<file path="src/rtl/ram_port_arbiter.sv">
// Arbitrates a simple dual-port block RAM between an instruction-fetch reader and a
// data read/write requester; writes use port A, reads use port B with 2-cycle latency.
module ram_port_arbiter #(
   parameter int ADDR_W  = 10,
   parameter int DATA_W  = 16,
   parameter int RR_MODE = 1
) (
   input  logic              clka,
   input  logic              rst,
   input  logic              f_req,
   input  logic [ADDR_W-1:0] f_addr,
   output logic              f_gnt,
   output logic              f_rvalid,
   output logic [DATA_W-1:0] f_rdata,
   input  logic              d_req,
   input  logic              d_we,
   input  logic [ADDR_W-1:0] d_addr,
   input  logic [DATA_W-1:0] d_wdata,
   output logic              d_gnt,
   output logic              d_rvalid,
   output logic [DATA_W-1:0] d_rdata,
   output logic              ram_ena,
   output logic              ram_wea,
   output logic [ADDR_W-1:0] ram_addra,
   output logic [DATA_W-1:0] ram_dia,
   output logic              ram_enb,
   output logic [ADDR_W-1:0] ram_addrb,
   input  logic [DATA_W-1:0] ram_dob
);

   typedef enum logic {
      RD_FETCH = 1'b0,
      RD_DATA  = 1'b1
   } rd_owner_t;

   logic              d_rd_s;
   logic              contend_s;
   logic              fetch_wins_s;
   logic              f_gnt_s;
   logic              d_gnt_s;
   logic              wr_acc_s;
   logic              rd_acc_s;
   rd_owner_t         rd_winner_s;
   logic [ADDR_W-1:0] rd_addr_s;

   rd_owner_t         last_rd_r;
   logic              wr_v_r;
   logic [ADDR_W-1:0] addra_r;
   logic [DATA_W-1:0] dia_r;
   logic              rd_v1_r;
   rd_owner_t         rd_tag1_r;
   logic [ADDR_W-1:0] addrb_r;
   logic              rd_v2_r;
   rd_owner_t         rd_tag2_r;
   logic [DATA_W-1:0] f_hold_r;
   logic [DATA_W-1:0] d_hold_r;

   // Grant decision: writes always pass, only two reads compete for port B.
   always_comb begin
      d_rd_s       = d_req && !d_we;
      contend_s    = f_req && d_rd_s;
      fetch_wins_s = 1'b0;
      f_gnt_s      = 1'b0;
      d_gnt_s      = 1'b0;
      if (RR_MODE != 32'sd0) begin
         fetch_wins_s = (last_rd_r == RD_DATA);
      end else begin
         fetch_wins_s = 1'b0;
      end
      if (rst) begin
         f_gnt_s = 1'b0;
         d_gnt_s = 1'b0;
      end else if (contend_s) begin
         f_gnt_s = fetch_wins_s;
         d_gnt_s = !fetch_wins_s;
      end else begin
         f_gnt_s = f_req;
         d_gnt_s = d_req;
      end
   end

   // Accepted transfers and the read winner feeding the port B pipeline.
   always_comb begin
      wr_acc_s    = d_req && d_we && d_gnt_s;
      rd_acc_s    = (f_req && f_gnt_s) || (d_rd_s && d_gnt_s);
      rd_winner_s = RD_FETCH;
      rd_addr_s   = f_addr;
      if (d_rd_s && d_gnt_s) begin
         rd_winner_s = RD_DATA;
         rd_addr_s   = d_addr;
      end else begin
         rd_winner_s = RD_FETCH;
         rd_addr_s   = f_addr;
      end
   end

   // Round-robin history; only contended cycles move it.
   always_ff @(posedge clka or posedge rst) begin
      if (rst) begin
         last_rd_r <= RD_DATA;
      end else if (contend_s) begin
         last_rd_r <= rd_winner_s;
      end else begin
         last_rd_r <= last_rd_r;
      end
   end

   // Port A write stage; an async reset cancels a write not yet performed.
   always_ff @(posedge clka or posedge rst) begin
      if (rst) begin
         wr_v_r  <= 1'b0;
         addra_r <= {ADDR_W{1'b0}};
         dia_r   <= {DATA_W{1'b0}};
      end else if (wr_acc_s) begin
         wr_v_r  <= 1'b1;
         addra_r <= d_addr;
         dia_r   <= d_wdata;
      end else begin
         wr_v_r  <= 1'b0;
         addra_r <= addra_r;
         dia_r   <= dia_r;
      end
   end

   // Port B read stage 1: enable, address and owner tag.
   always_ff @(posedge clka or posedge rst) begin
      if (rst) begin
         rd_v1_r   <= 1'b0;
         rd_tag1_r <= RD_FETCH;
         addrb_r   <= {ADDR_W{1'b0}};
      end else if (rd_acc_s) begin
         rd_v1_r   <= 1'b1;
         rd_tag1_r <= rd_winner_s;
         addrb_r   <= rd_addr_s;
      end else begin
         rd_v1_r   <= 1'b0;
         rd_tag1_r <= rd_tag1_r;
         addrb_r   <= addrb_r;
      end
   end

   // Port B read stage 2: data from the RAM output register is valid here.
   always_ff @(posedge clka or posedge rst) begin
      if (rst) begin
         rd_v2_r   <= 1'b0;
         rd_tag2_r <= RD_FETCH;
      end else begin
         rd_v2_r   <= rd_v1_r;
         rd_tag2_r <= rd_tag1_r;
      end
   end

   // Hold registers keep the last returned word between rvalid pulses.
   always_ff @(posedge clka or posedge rst) begin
      if (rst) begin
         f_hold_r <= {DATA_W{1'b0}};
         d_hold_r <= {DATA_W{1'b0}};
      end else if (rd_v2_r && (rd_tag2_r == RD_DATA)) begin
         f_hold_r <= f_hold_r;
         d_hold_r <= ram_dob;
      end else if (rd_v2_r) begin
         f_hold_r <= ram_dob;
         d_hold_r <= d_hold_r;
      end else begin
         f_hold_r <= f_hold_r;
         d_hold_r <= d_hold_r;
      end
   end

   assign f_gnt     = f_gnt_s;
   assign d_gnt     = d_gnt_s;
   assign ram_ena   = wr_v_r;
   assign ram_wea   = wr_v_r;
   assign ram_addra = addra_r;
   assign ram_dia   = dia_r;
   assign ram_enb   = rd_v1_r;
   assign ram_addrb = addrb_r;
   assign f_rvalid  = rd_v2_r && (rd_tag2_r == RD_FETCH);
   assign d_rvalid  = rd_v2_r && (rd_tag2_r == RD_DATA);
   // RAM output is itself registered, so it is forwarded straight through during the pulse.
   assign f_rdata   = f_rvalid ? ram_dob : f_hold_r;
   assign d_rdata   = d_rvalid ? ram_dob : d_hold_r;

endmodule

</file>
<file path="config.mk">
export PLATFORM = sky130hd
export DESIGN_NAME = ram_port_arbiter
export DESIGN_NICKNAME = d
export VERILOG_FILES = /design/src/rtl/ram_port_arbiter.sv
export SDC_FILE = /design/constraint.sdc
export NUM_CORES = 1
export LEC_CHECK = 0
export ABC_AREA = 1
export BUFFER_PORTS_ARGS = -buffer_cell sky130_fd_sc_hd__buf_2
export CAP_MARGIN = 10
export CORE_MARGIN = 4
export CORE_UTILIZATION = 37
export CTS_CLUSTER_SIZE = 8
export DETAILED_ROUTE_END_ITERATION = 7
export GPL_TIMING_DRIVEN = 1
export PLACE_DENSITY = 0.69
export SYNTH_ARGS = -nofsm -noshare
export SYNTH_HDL_FRONTEND = slang
export SYNTH_SLANG_ARGS = --single-unit
</file>
<file path="constraint.sdc">
create_clock -name clka -period 3.23 [get_ports clka]
set_clock_uncertainty 0.15 [all_clocks]
set_input_delay 0.323 -clock clka [delete_from_list [all_inputs] [get_ports clka]]
set_output_delay 0.323 -clock clka [all_outputs]
set_load 0.03 [all_outputs]
</file>
==> qor.yml <==
cells_and_area:
  syn2layout_area_growth_pct: 31.8
  antenna_cells: 0
  fin_cells: 569
  drive_above_1_share: 0.338
  layout_common_cells: "131 x buf_2, 125 x nand2_1, 73 x dfrtp_1"
  final_common_cell: "buf_2"
  nets: 520
cts:
  clock-sinks: 74
  cts_tree: "done"
  clk_path_buf_depth: 2
  clock_latency_ns: 0.33
  cts_inserted_buffers: 9
  cts_max_level: 3
  cts_root_buffer: "clkbuf_8"
  clk_pin_slew_ns: 0.08
  postCtsSetupBuffers: 0
worst_setup_path:
  cp_max_fo: 33
  rr_startpoint: "fetch_wins_s"
  crit-reg2reg-capture: "ram_addrb[0]"
  cp-start-kind: "flop"
  worst_ep_required_time_ns: 2.76
  cp.arrival_ns: 1.93
  slowest_stage: "nand2_1"
  cpLargestDelayFamily: "simple AND/OR/NAND/NOR gates"
  r2r_setup_slack_ns: 1.27
  slowest_delay_ns: 0.49
  worst-r2r-cell-count: 6
  crit_type: "flop to output port"
  cp_cell_sequence: "nand2_1, o21ai_0, buf_2"
  worstSetupEndpointType: "output port"
  worst-path-buf-inv: 1
detailed_routing:
  dr.pass1.iters: 4
  wl_per_cell_um: 13.2
  drtIter0Drc: 57
  vias: 2565
  antenna_left: 0
  drc: 0
  wl_um: 7530
  vias_per_cell: 4.51
pwr:
  swShare: 0.363
  seqPwrFrac: 0.402
  power_frac_clock: 0.288
  p_sw_mw: 1.08
  leakage_nw: 2.33
  comb_power_share: 0.310
  peakVddDrop_mv: 0.335
  p_per_area_nw_per_um2: 750
  p_int_mw: 1.89
global_routing:
  grt-ovfl-total: 0
  grt_max_degree: 47
  track_usage: 0.160
  antenna_found_initial: 0
  grt_pass1_wl_um: 12400
  grt_pass1_vias: 2529
synth:
  ys_seq_area_frac: 0.615
  ys_warn_count: 0
  ys_ff_latch: 74
  synthDistinctLibCells: 20
  synth_nets: 392
  synthCells: 335
  syn-cell-area_um2: 3010
  synth_area_per_cell_um2: 8.99
placement:
  dp_hpwl_um: 5460
  io_buffers: 131
  globalplace.congestion: 0.817
  dp_cells: 553
die:
  num_io_pins: 132
  core-area_um2: 7810
  initial_core_util: 0.386
  dieArea_um2: 9650
  die_w_um: 98.2
  fp-row-count: 32
  dieHeight_um: 98.2
min_path:
  worstHoldPathType: "input pin to flop"
  min_to: "ram_dia[13]"
  whs_path_depth: 3
  hp-start: "d_wdata[13]"
status:
  status: "completed"
sta:
  period_share: 0.745
  fmax_mhz: 415
  rsz0062_at_grt: "false"
  setup_viol: 0
  worst_slew_pin_slew_ns: 0.848
  fin_crit_ns: 2.41
  hold_viol_final: 0
  maxSlewViolCount: 0
  max_slew_margin: 0.433
  fin_tns_setup_ns: 0
flow_run:
  drv_cap: 0
==> routing by layer <==
layer,vias up,global-route usage,share of wire
met3,7,0.0514,0.084
met4,0,0.0483,0.0093
met2,102,0.269,0.48
met5,-,0,0
li1,1294,-,-
met1,1162,0.197,0.42
==> cells by family after synthesis <==
kind of cell           share of synthesized area
buffers and inverters                     0.0914
AO/OA/AOI/OAI                             0.0739
AND/OR/NAND/NOR                            0.219
flip-flops                                 0.615
==> cell usage after synthesis (all sizes together) <==
master / count / area (um^2)
nand3: 13 / 77.6
o21a: 1 / 7.51
nand4: 10 / 62.6
dfrtp: 73 / 1830
buf: 11 / 77.6
nor2: 3 / 27.5
dfstp: 1 / 26.3
nand2: 128 / 493
inv: 47 / 179
clkbuf: 5 / 18.8
o21ai: 43 / 215
==> final cells by class <==
type                       instances  area (um^2)
timing repair buffer             133          686
clock inverter                     5          103
inverter                          47          179
multi-input combinational        198          883
sequential                        74         1850
clock buffer                      10          138
fill                             765         3840
tap                              102          128
==> worst max-delay path by stage <==
stage	startpoint	to	depth (start not counted)
6_report	rd_tag2_r	d_rdata[2]	3
3_3_place_gp	rd_tag2_r	d_rdata[4]	3
5_1_grt	rd_tag2_r	d_rdata[2]	3
2_1_floorplan	rd_tag2_r	f_rdata[0]	4
3_5_place_dp	rd_tag2_r	d_rdata[2]	3
4_1_cts	rd_tag2_r	d_rdata[2]	3
==> what timing repair did <==
action / 4_1_cts / 5_1_grt
gates resized for setup: 0 / 0
hold endpoints to repair: 27 / 0
hold buffers: 1 / 0
==> registers in the layout (all words and copies together), names as in the netlist, 10 cells and up <==
signal and cells:
d_hold_r 16, f_hold_r 16, ram_addra 10, ram_addrb 10, ram_dia 16
==> worst min-delay path, delay by kind of cell <==
kind / cells / cell delay, ns
buffers and inverters: 1 / 0.08
and+or+nand+nor: 2 / 0.08
==> power groups by stage <==
stage	Sequential (mW)	Clock, mW	Combinational (mW)
floorplan	1.35	0	0.490
global placement	1.20	0	0.913
detailed placement	1.21	0	0.932
CTS	1.20	0.886	0.935
global route	1.22	0.927	1.00
finish	1.19	0.857	0.923
==> metrics by stage <==
step	instance area [um^2]	utilization	setup WS (ns)	power, mW	hold slack, ns
after global placement	3720	0.476	1.25	2.12	0.218
final	3970	0.508	0.823	2.97	0.0291
after CTS	3970	0.508	0.774	3.02	0.00838
after global routing	3970	0.508	0.558	3.14	0.0199
after detailed placement	3720	0.476	1.15	2.14	0.223
after floorplan	3010	-	0.835	1.84	0.204
No activity file was read; power rests on OpenSTA's default activity.
